File: src/rtl/change_dispenser.sv
// change_dispenser: greedy coin change payout controller.
//
// Pays out change_in using four coin denominations (DENOM0 is the largest,
// DENOM3 the smallest). It ejects one coin at a time and waits for the
// hopper to acknowledge each coin. Every denomination has its own coin
// count, which load_inventory can refill. If the hopper stops
// acknowledging, the block latches into a sticky FAULT state that only
// reset clears.
//
// Ports:
//   clk            rising-edge clock
//   reset          synchronous, active-low reset
//   change_in      amount to pay, qualified by change_valid
//   change_valid   one-cycle start strobe (only accepted in IDLE)
//   hopper_ack     hopper confirms one coin ejected (only used in WAIT_ACK)
//   load_inventory refill strobe (only accepted in IDLE)
//   load_denom     refill target index, 0..3
//   load_count     new coin count for load_denom
//   coin_out_pulse one-cycle eject command
//   coin_out_sel   denomination index for the eject command
//   busy           high in every state except IDLE
//   done           one-cycle completion pulse
//   short_pay      valid with done; high if change was not fully paid
//   remaining      amount still owed
//   empty          bit i high when count i is zero
//   fault          hopper timeout, sticky until reset
module change_dispenser #(
  parameter logic [5:0] DENOM0      = 6'd10,
  parameter logic [5:0] DENOM1      = 6'd5,
  parameter logic [5:0] DENOM2      = 6'd2,
  parameter logic [5:0] DENOM3      = 6'd1,
  parameter logic [7:0] INIT_COUNT  = 8'd20,
  parameter logic [3:0] ACK_TIMEOUT = 4'd15
) (
  input  logic       clk,
  input  logic       reset,
  input  logic [5:0] change_in,
  input  logic       change_valid,
  input  logic       hopper_ack,
  input  logic       load_inventory,
  input  logic [1:0] load_denom,
  input  logic [7:0] load_count,
  output logic       coin_out_pulse,
  output logic [1:0] coin_out_sel,
  output logic       busy,
  output logic       done,
  output logic       short_pay,
  output logic [5:0] remaining,
  output logic [3:0] empty,
  output logic       fault
);

  typedef enum logic [2:0] {
    IDLE, SELECT, EJECT, WAIT_ACK, DONE, FAULT
  } state_t;

  state_t      state, state_next;
  logic [7:0]  count [4];
  logic [5:0]  denom [4];
  logic [5:0]  rem;
  logic [1:0]  sel;
  logic [3:0]  tcount;
  logic        found;
  logic [1:0]  pick;

  always_comb begin
    denom[0] = DENOM0;
    denom[1] = DENOM1;
    denom[2] = DENOM2;
    denom[3] = DENOM3;
  end

  // Greedy choice: the lowest index that still fits and still has coins.
  always_comb begin
    found = 1'b0;
    pick  = '0;
    for (int unsigned i = 0; i < 4; i++) begin
      if (!found && denom[i] <= rem && count[i] != '0) begin
        found = 1'b1;
        pick  = 2'(i);
      end
    end
  end

  always_ff @(posedge clk) begin
    if (!reset) state <= IDLE;
    else        state <= state_next;
  end

  always_comb begin
    state_next = state;
    case (state)
      IDLE:     if (change_valid) state_next = SELECT;
      SELECT:   state_next = (rem != '0 && found) ? EJECT : DONE;
      EJECT:    state_next = WAIT_ACK;
      // An ack that arrives on the final timeout cycle still counts.
      WAIT_ACK: if (hopper_ack)                        state_next = SELECT;
                else if (tcount == ACK_TIMEOUT - 4'd1) state_next = FAULT;
      DONE:     state_next = IDLE;
      FAULT:    state_next = FAULT;
      default:  state_next = IDLE;
    endcase
  end

  always_ff @(posedge clk) begin
    if (!reset) begin
      rem    <= '0;
      sel    <= '0;
      tcount <= '0;
      for (int unsigned i = 0; i < 4; i++) count[i] <= INIT_COUNT;
    end else begin
      case (state)
        IDLE: begin
          if (change_valid)   rem               <= change_in;
          if (load_inventory) count[load_denom] <= load_count;
        end
        SELECT:   if (rem != '0 && found) sel <= pick;
        EJECT:    tcount <= '0;
        WAIT_ACK: begin
          if (hopper_ack) begin
            rem <= rem - denom[sel];
            if (count[sel] != '0) count[sel] <= count[sel] - 8'd1;
          end else begin
            tcount <= tcount + 4'd1;
          end
        end
        default: ;
      endcase
    end
  end

  always_comb begin
    coin_out_pulse = (state == EJECT);
    coin_out_sel   = sel;
    busy           = (state != IDLE);
    done           = (state == DONE);
    short_pay      = (state == DONE) && (rem != '0);
    fault          = (state == FAULT);
    remaining      = rem;
    for (int unsigned i = 0; i < 4; i++) empty[i] = (count[i] == '0);
  end

endmodule

File: config.mk
export PLATFORM = sky130hd
export DESIGN_NAME = change_dispenser
export DESIGN_NICKNAME = d
export VERILOG_FILES = /design/src/rtl/change_dispenser.sv
export SDC_FILE = /design/constraint.sdc
export NUM_CORES = 1
export LEC_CHECK = 0
export CAP_MARGIN = 5
export CORE_MARGIN = 2
export CORE_UTILIZATION = 52
export DETAILED_ROUTE_END_ITERATION = 6
export MAX_ROUTING_LAYER = met4
export PLACE_DENSITY = 0.76
export SYNTH_ARGS = -nofsm -noshare
export SYNTH_HDL_FRONTEND = slang
export SYNTH_SLANG_ARGS = --single-unit
File: constraint.sdc
create_clock -name clk -period 4.1 [get_ports clk]
set_input_delay 0.615 -clock clk [delete_from_list [all_inputs] [get_ports clk]]
set_output_delay 0.615 -clock clk [all_outputs]
set_load 0.005 [all_outputs]
=== After elaboration in Yosys (flattened, before gate mapping) ===
Memory sizes are Yosys's and may differ from the RTL's. A register that Yosys moved wholly into a read port is not among the register bits.
Cells that the tools add are included.
W data, S select, Z words.

* Register bits: 15
* Latch bits: 0
* RAM bits: 32
* Bits in read-only memories: 0
* Input port bits: 21
* Output and inout port bits: 17
* Word-level logic and storage cells: 94
* Memories: 1

* Add/sub/neg operators: 3
* $mul: 0
* Div/mod/pow operators: 0
* Order comparisons: 5
* Eq/ne operators: 10
* Shifts and indexed selects: 0
* Mux-type cells: 38
* Bitwise operators: 1
* Reduce and logical (&&, ||, !) cells: 32

{| class="wikitable"
|+ Memory list
! name !! words !! width !! rd ports !! clocked after memory_dff !! wr ports !! line !! source
|-
| count || 4 || 8 || 5 || 1 || 4 || 58 || <nowiki>logic [7:0] count [4];</nowiki>
|}

{| class="wikitable"
|+ Operator list
! kind !! number
|-
| $reduce_bool A8 Y1 || 5
|-
| $logic_not A8 Y1 || 4
|-
| $mux W6 || 4
|-
| $mux W1 || 17
|-
| $mux W8 || 2
|-
| $reduce_or A8 Y1 || 2
|-
| $pmux W3 S5 || 1
|-
| $bmux W6 S2 || 1
|-
| $mux W2 || 6
|-
| $mux W3 || 4
|-
| $pmux W6 S2 || 1
|-
| $logic_and A1 B1 Y1 || 9
|-
| $pmux W4 S2 || 1
|-
| $sub A8 B1 Y8 const B || 1
|-
| $eq A3 B2 Y1 const B || 2
|-
| $eq A3 B3 Y1 const B || 2
|-
| $le A1 B6 Y1 const A || 1
|-
| $le A2 B6 Y1 const A || 1
|-
| $le A3 B6 Y1 const A || 1
|-
| $le A4 B6 Y1 const A || 1
|-
| $ne A2 B2 Y1 const B || 3
|-
| $reduce_and A2 Y1 || 3
|-
| $reduce_bool A6 Y1 || 1
|-
| $sub A6 B6 Y6 || 1
|-
| 12 further kinds || 15
|}

=== Depth between registers and ports, before layout ===
Gate-level depths: netlist (run 1).
An unclocked memory read counts as a cell.

* Word-level depth: 20
* Gate-level depth with buffers: 10
* Gate-level depth less buffers: 10

=== Worst setup path before layout (run 1) ===
OpenSTA, ideal clock, no wires.

* Kind: reg-to-reg
* From: register (tool-made name)
* To: memory count[3][0] (enable)
* Setup time: 383 ps
* Data arrival time: 2,835 ps
* Required time: 3,717 ps
* Slack: 882 ps
* Cell stages (with the launch flop): 9
* Path buffers: 1
* Clock period less this slack: 3,218 ps
* Path through: dfxtp_1 -> buf_6 -> mux4_1 -> inv_1 -> ha_1 -> or3b_2 -> o21bai_4 -> o22ai_1 -> nor3_1

{| class="wikitable"
|+ RTL lines
! what !! line
|-
| end: declaration || 58
|}

==> results.txt, run 1 <==
total of max-cap violations: 0
count of different cell masters after synthesis: 50
die width: 76.97 um
Ports: 38
Std-Cell Rows: 26
min-delay worst type: flip-flop to flip-flop
Synth Area in Compound Gates: 12.70%
# Post-CTS Setup Buffers: 0
fmax: 0.2765 GHz
R2R Path End: count[2][3]
fin crit share: 88.20%
vias in the first global route: 2110
Vias per Instance: 6.034
clock buffer depth: 2
Max FO, Critical Path: 9
htree depth: 2
crit start category: flip-flop
Root Driver: clkbuf_8
diodes inserted: 0
commonest non-fill, non-tap cell in the layout: nor2_1
RSZ-0062 raised after global routing: false
TritonCTS clock tree: yes
syn nets: 304
detailed-route DRC error count: 0
CP Capture Point: count[2][3]
final hold slack: 0.5224 ns
Starting DRT DRC Count: 213
status: completed
register area: 0.001301 mm2
Mapped Avg Cell Area: 10.11 um2
fin. max-slew vios: 0
aggregate global-route resource usage: 24.40%
final hold viol count: 0
Synth Area in Simple Gates: 21.42%
CP Class: flip-flop to flip-flop
worst rel slew slack: 34.60%
Worst R2R Path Depth: 8
Die Ht: 76.97 um
Multi-input gate area: 0.001340 mm2
Remaining Overflow, GRT: 0
xor/xnor share of the synthesized area: 1.898%
Die ar.: 0.005924 mm2
CTS Hold Buffers Added: 0
Synth Warn #: 0
WL final: 6658 um
gpl congestion: 0.9921
Post-Synth Adder-Cell Area: 4.338%
Final Critical Period: 3.616 ns
PortBufs: 37
Worst-Margin Slew: 0.9810 ns
reg-to-reg slack, setup: 0.48 ns
Post-synth EDFFs: 32
crit end category: flip-flop
portion of netlist area occupied by mux cells: 8.043%
Inserted Clock Buffers: 5
largest net degree at the start of global routing: 16
Routed Antenna Nets: 0
ys flop type: edfxtp_1
Initial Util: 54.21%
Critical Path RT: 4.09 ns
clk slew on worst S/H paths: 0.09 ns
synthesized area: 0.002769 mm2
post-synthesis sequential area ratio: 47.00%
setup TNS: 0 ns
Vias: 2311
Clk Latency, worst-skew pair: 0.31 ns
DP HPWL: 5072 um
clk_skew: 0.01313 ns
initial antenna violation count: 0
FFs w/ async S/R, synth: 0%
Leakage: 0.001201 uW
global-route wire length before repair: 10900 um
Area Growth Syn to Fin: 19.61%
fillers: 431
Final setup viols: 0
share of cells above drive strength 1: 7.029%
WP data arrival: 3.60 ns
DR WL/cell: 17.38 um
Detailed Routing Iterations Pass 1: 5
most frequent cells in the layout: nor2_1, clkdlybuf4s50_1, edfxtp_1, inv_1, nand2_1
Peak supply drop: 0.2833 mV
Final #Nets: 342
pwr dens: 372.4 mW/mm2
Seq cells post-synth: 49
# clock sinks: 49
Core ar.: 0.005107 mm2
cts repair resizes: 0
largest family of logic cells by synthesized area: simple AND/OR/NAND/NOR gates
post-synthesis cell count: 274
-- cells in the mapped netlist, types with 3 or more instances --
cell / count / area [um2]
nand3_1: 9 / 45.04
o22ai_1: 3 / 18.77
mux4_1: 6 / 157.7
or4_1: 5 / 37.54
a2bb2oi_1: 5 / 43.79
nor2_1: 48 / 180.2
nor2b_1: 3 / 18.77
nand2_1: 19 / 71.32
a211oi_1: 3 / 22.52
nor4_1: 5 / 31.28
edfxtp_1: 32 / 960.9
o21ai_0: 8 / 40.04
or3_1: 3 / 18.77
inv_1: 21 / 78.83
nor3_1: 8 / 40.04
a22oi_1: 3 / 22.52
xnor2_1: 3 / 26.28
clkbuf_1: 7 / 26.28
xor2_1: 3 / 26.28
a21oi_1: 15 / 75.07
ha_1: 8 / 100.1
dfxtp_1: 17 / 340.3
-- layer usage --
layer / GRT usage, % / wire length, um / share of wire, %
met5: - / 0 / 0
met1: 33.78 / 2926 / 44
met3: 4.353 / 485 / 7.3
met4: 6.607 / 112 / 1.7
met2: 37.54 / 3133 / 47
-- critical path: stages (launching register included) --
cell	delay (ns)
dfxtp_1	0.57
mux4_1	0.64
inv_1	0.10
ha_1	0.18
or3b_2	0.51
o21bai_4	0.30
o22ai_4	0.16
or3_1	0.49
nand2_1	0.34
-- where the power goes --
| part | internal (uW) | switching, uW |
|---|---|---|
| registers | 566 | 44.0 |
| clock network | 181 | 161 |
| logic | 133 | 147 |
-- sequential cells by signal (all words and copies together) (netlist names), named ones only --
name          flops
count            32
remaining         6
state             3
tcount            4
coin_out_sel      2
-- cell families (layout without fill, tap and decap cells) --
group,Yosys count,in the layout
muxes,10,10
adders and majority gates,9,9
AOI/OAI and AO/OA,50,50
DFF,49,49
buffers and inverters,31,70
and+or+nand+nor,119,119
xor gates and xnor gates,6,6
-- how the worst min path moves through the flow --
stage	cells after the start	startpoint	slack, ns	to
2_1_floorplan	2	tcount[0]	0.47	tcount[0]
3_3_place_gp	2	tcount[0]	0.50	tcount[0]
3_5_place_dp	2	tcount[3]	0.50	tcount[3]
4_1_cts	2	tcount[3]	0.53	tcount[3]
5_1_grt	2	remaining[2]	0.57	remaining[2]
6_report	2	tcount[3]	0.52	tcount[3]
-- through the flow --
stage	setup WS, ns	cell area (um2)	utilization, %	total power [uW]	instances
2_1_floorplan	0.8821	2769	-	790.7	274
3_3_place_gp	0.6221	3204	62.74	890.6	375
3_5_place_dp	0.5066	3204	62.74	896.0	375
4_1_cts	0.4754	3312	64.85	1237	383
5_1_grt	0.2628	3312	64.85	1292	383
6_report	0.4839	3312	64.85	1233	383
-- cell type report --
type	instances	area share [%]
clock buffers	6	2.191
repair buffers	40	11.86
flip-flops and latches	49	39.29
clock inverters	2	1.058
inverters	22	2.493
well taps	70	2.645
multi-input cells	194	40.46
Power figures use the tool's default switching activity.
==> inputs of run 2 (changes only) <==
Settings changed: CORE_MARGIN 2 to 1.5.
==> run 2 against run 1 <==
Wire length is 3.4% lower. Via count is 3.4% lower. Register-to-register slack about the same.
==> results.txt, run 2 (synthesized netlist as in run 1, its figures left out) <==
global-route wire length before repair: 10150 um (-6.9%)
Final #Nets: 342 (unchanged)
share of cells above drive strength 1: 7.348% (+0.32 points)
Final Critical Period: 3.601 ns (-0.01464 ns)
status: completed
vias in the first global route: 2054 (-2.7%)
Root Driver: clkbuf_8
Clock Power Share: 31.2% (+3.5 points)
fmax: 0.2777 GHz (+0.41%)
commonest non-fill, non-tap cell in the layout: nor2_1
DR WL/cell: 16.79 um (-3.4%)
internal power: 941.8 uW (+6.9%)
Clk Latency, worst-skew pair: 0.30 ns (about the same)
Remaining Overflow, GRT: 0 (unchanged)
Area Growth Syn to Fin: 20.56%
Post-Route Utilization: 65.36% (+0.51 points)
most frequent cells in the layout: nor2_1, clkdlybuf4s50_1, edfxtp_1, inv_1, nand2_1
# Post-CTS Setup Buffers: 0 (unchanged)
Die ar.: 0.005771 mm2 (-2.6%)
PortBufs: 37 (unchanged)
aggregate global-route resource usage: 23.37% (-1.0 points)
gpl congestion: 0.9408 (-5.2%)
crit start category: flip-flop
fin. max-slew vios: 0 (unchanged)
Worst-Margin Slew: 0.9230 ns (-0.05801 ns)
Final setup viols: 0 (unchanged)
Die Ht: 75.97 um (-1.3%)
# clock sinks: 49 (unchanged)
Critical Path RT: 4.07 ns (-0.02 ns)
setup TNS: 0 ns (unchanged)
cts repair resizes: 0 (unchanged)
RSZ-0062 raised after global routing: false
crit end category: flip-flop
CP Class: flip-flop to flip-flop
Routed Antenna Nets: 0 (unchanged)
final hold viol count: 0 (unchanged)
largest net degree at the start of global routing: 16 (unchanged)
Leakage: 0.001214 uW (+1.1%)
DP Cell Count: 375 (unchanged)
diodes inserted: 0 (unchanged)
non-filler cells, final: 383 (unchanged)
htree depth: 2 (unchanged)
total of max-cap violations: 0 (unchanged)
Ports: 38 (unchanged)
total power: 1287 uW (+4.4%)
die width: 75.97 um (-1.3%)
DP HPWL: 4965 um (-2.1%)
Most flops, register: count
Initial Util: 54.21% (unchanged)
clock buffer depth: 2 (unchanged)
TritonCTS clock tree: yes
WP data arrival: 3.57 ns (-0.03 ns)
clk_skew: 0.008721 ns (-0.004409 ns)
Core ar.: 0.005107 mm2 (unchanged)
worst rel slew slack: 38.47% (+3.9 points)
pwr dens: 385.6 mW/mm2 (+3.5%)
Peak supply drop: 0.2441 mV (-14%)
Starting DRT DRC Count: 218 (+2.3%)
detailed-route DRC error count: 0 (unchanged)
Vias: 2233 (-3.4%)
Inserted Clock Buffers: 5 (unchanged)
Std-Cell Rows: 26 (unchanged)
initial antenna violation count: 0 (unchanged)
Vias per Instance: 5.830 (-3.4%)
WL final: 6431 um (-3.4%)
fin crit share: 87.84% (-0.36 points)
CTS Hold Buffers Added: 0 (unchanged)
clk slew on worst S/H paths: 0.09 ns (about the same)
Max FO, Critical Path: 9 (unchanged)
P_sw: 345.4 uW (-2.0%)
Detailed Routing Iterations Pass 1: 5 (unchanged)
min-delay worst type: flip-flop to flip-flop
sequential share of power: 47.4% (-2.1 points)
combinational share of power: 21.3% (-1.5 points)
Net Sw Frac: 26.83% (-1.7 points)
fillers: 418 (-3.0%)
max FFs per register: 32 (unchanged)
## run 2: cell count changes in the layout (fill, tap and decap cells not counted), sizes merged
| cell | before | now |
|---|---|---|
| bufinv | 1 | 2 |
| clkbuf | 6 | 5 |
## run 2: critical path: stages (launching register included)
cell	delay, ns
dfxtp_1	0.56
mux4_1	0.64
inv_1	0.10
ha_1	0.18
or3b_2	0.50
o21bai_4	0.29
o22ai_4	0.16
or3_1	0.50
nand2_1	0.32
## run 2: per-stage QoR
stage | setup WS (ns) | hold slack [ns] | cell area [um2]
floorplan | 0.8821 | 0.4738 | 2769
global placement | 0.6193 | 0.4912 | 3204
detailed placement | 0.5158 | 0.4974 | 3204
CTS | 0.5002 | 0.5186 | 3338
global route | 0.2586 | 0.5494 | 3338
finish | 0.4986 | 0.5209 | 3338
## run 2: worst paths after layout
check | start | to | slack (ns) | depth (start not counted)
max reg2reg | flip-flop | count[2][3] | 0.50 | 8
min | tcount[3] | tcount[3] | 0.52 | 2
min reg2reg | tcount[3] | tcount[3] | 0.52 | 2
max | flip-flop | count[2][3] | 0.50 | 8
## run 2: layer usage
layer | global-route usage (%) | vias to the layer above | share of wire, %
li1 | - | 1071 | -
met1 | 32.78 | 1043 | 46
met2 | 35.05 | 102 | 45
met3 | 3.353 | 17 | 6.3
met4 | 8.333 | 0 | 2.8
met5 | - | - | 0
## run 2: power groups by stage
stage          registers, uW  clock network [uW]  logic, uW
6_report                 611                 402        275
5_1_grt                  616                 427        301
4_1_cts                  610                 408        275
3_5_place_dp             621                   0        273
3_3_place_gp             621                   0        269
2_1_floorplan            600                   0        191
## run 2: cell type report
| class | count | area, um2 | area share, % |
|---|---|---|---|
| multi-input combinational | 194 | 1340 | 40.14 |
| sequential | 49 | 1301 | 38.98 |
| timing repair buffer | 40 | 392.9 | 11.77 |
| tap | 70 | 87.58 | 2.624 |
| inverter | 22 | 82.58 | 2.474 |
| clock buffer | 5 | 68.82 | 2.061 |
| clock inverter | 3 | 65.06 | 1.949 |
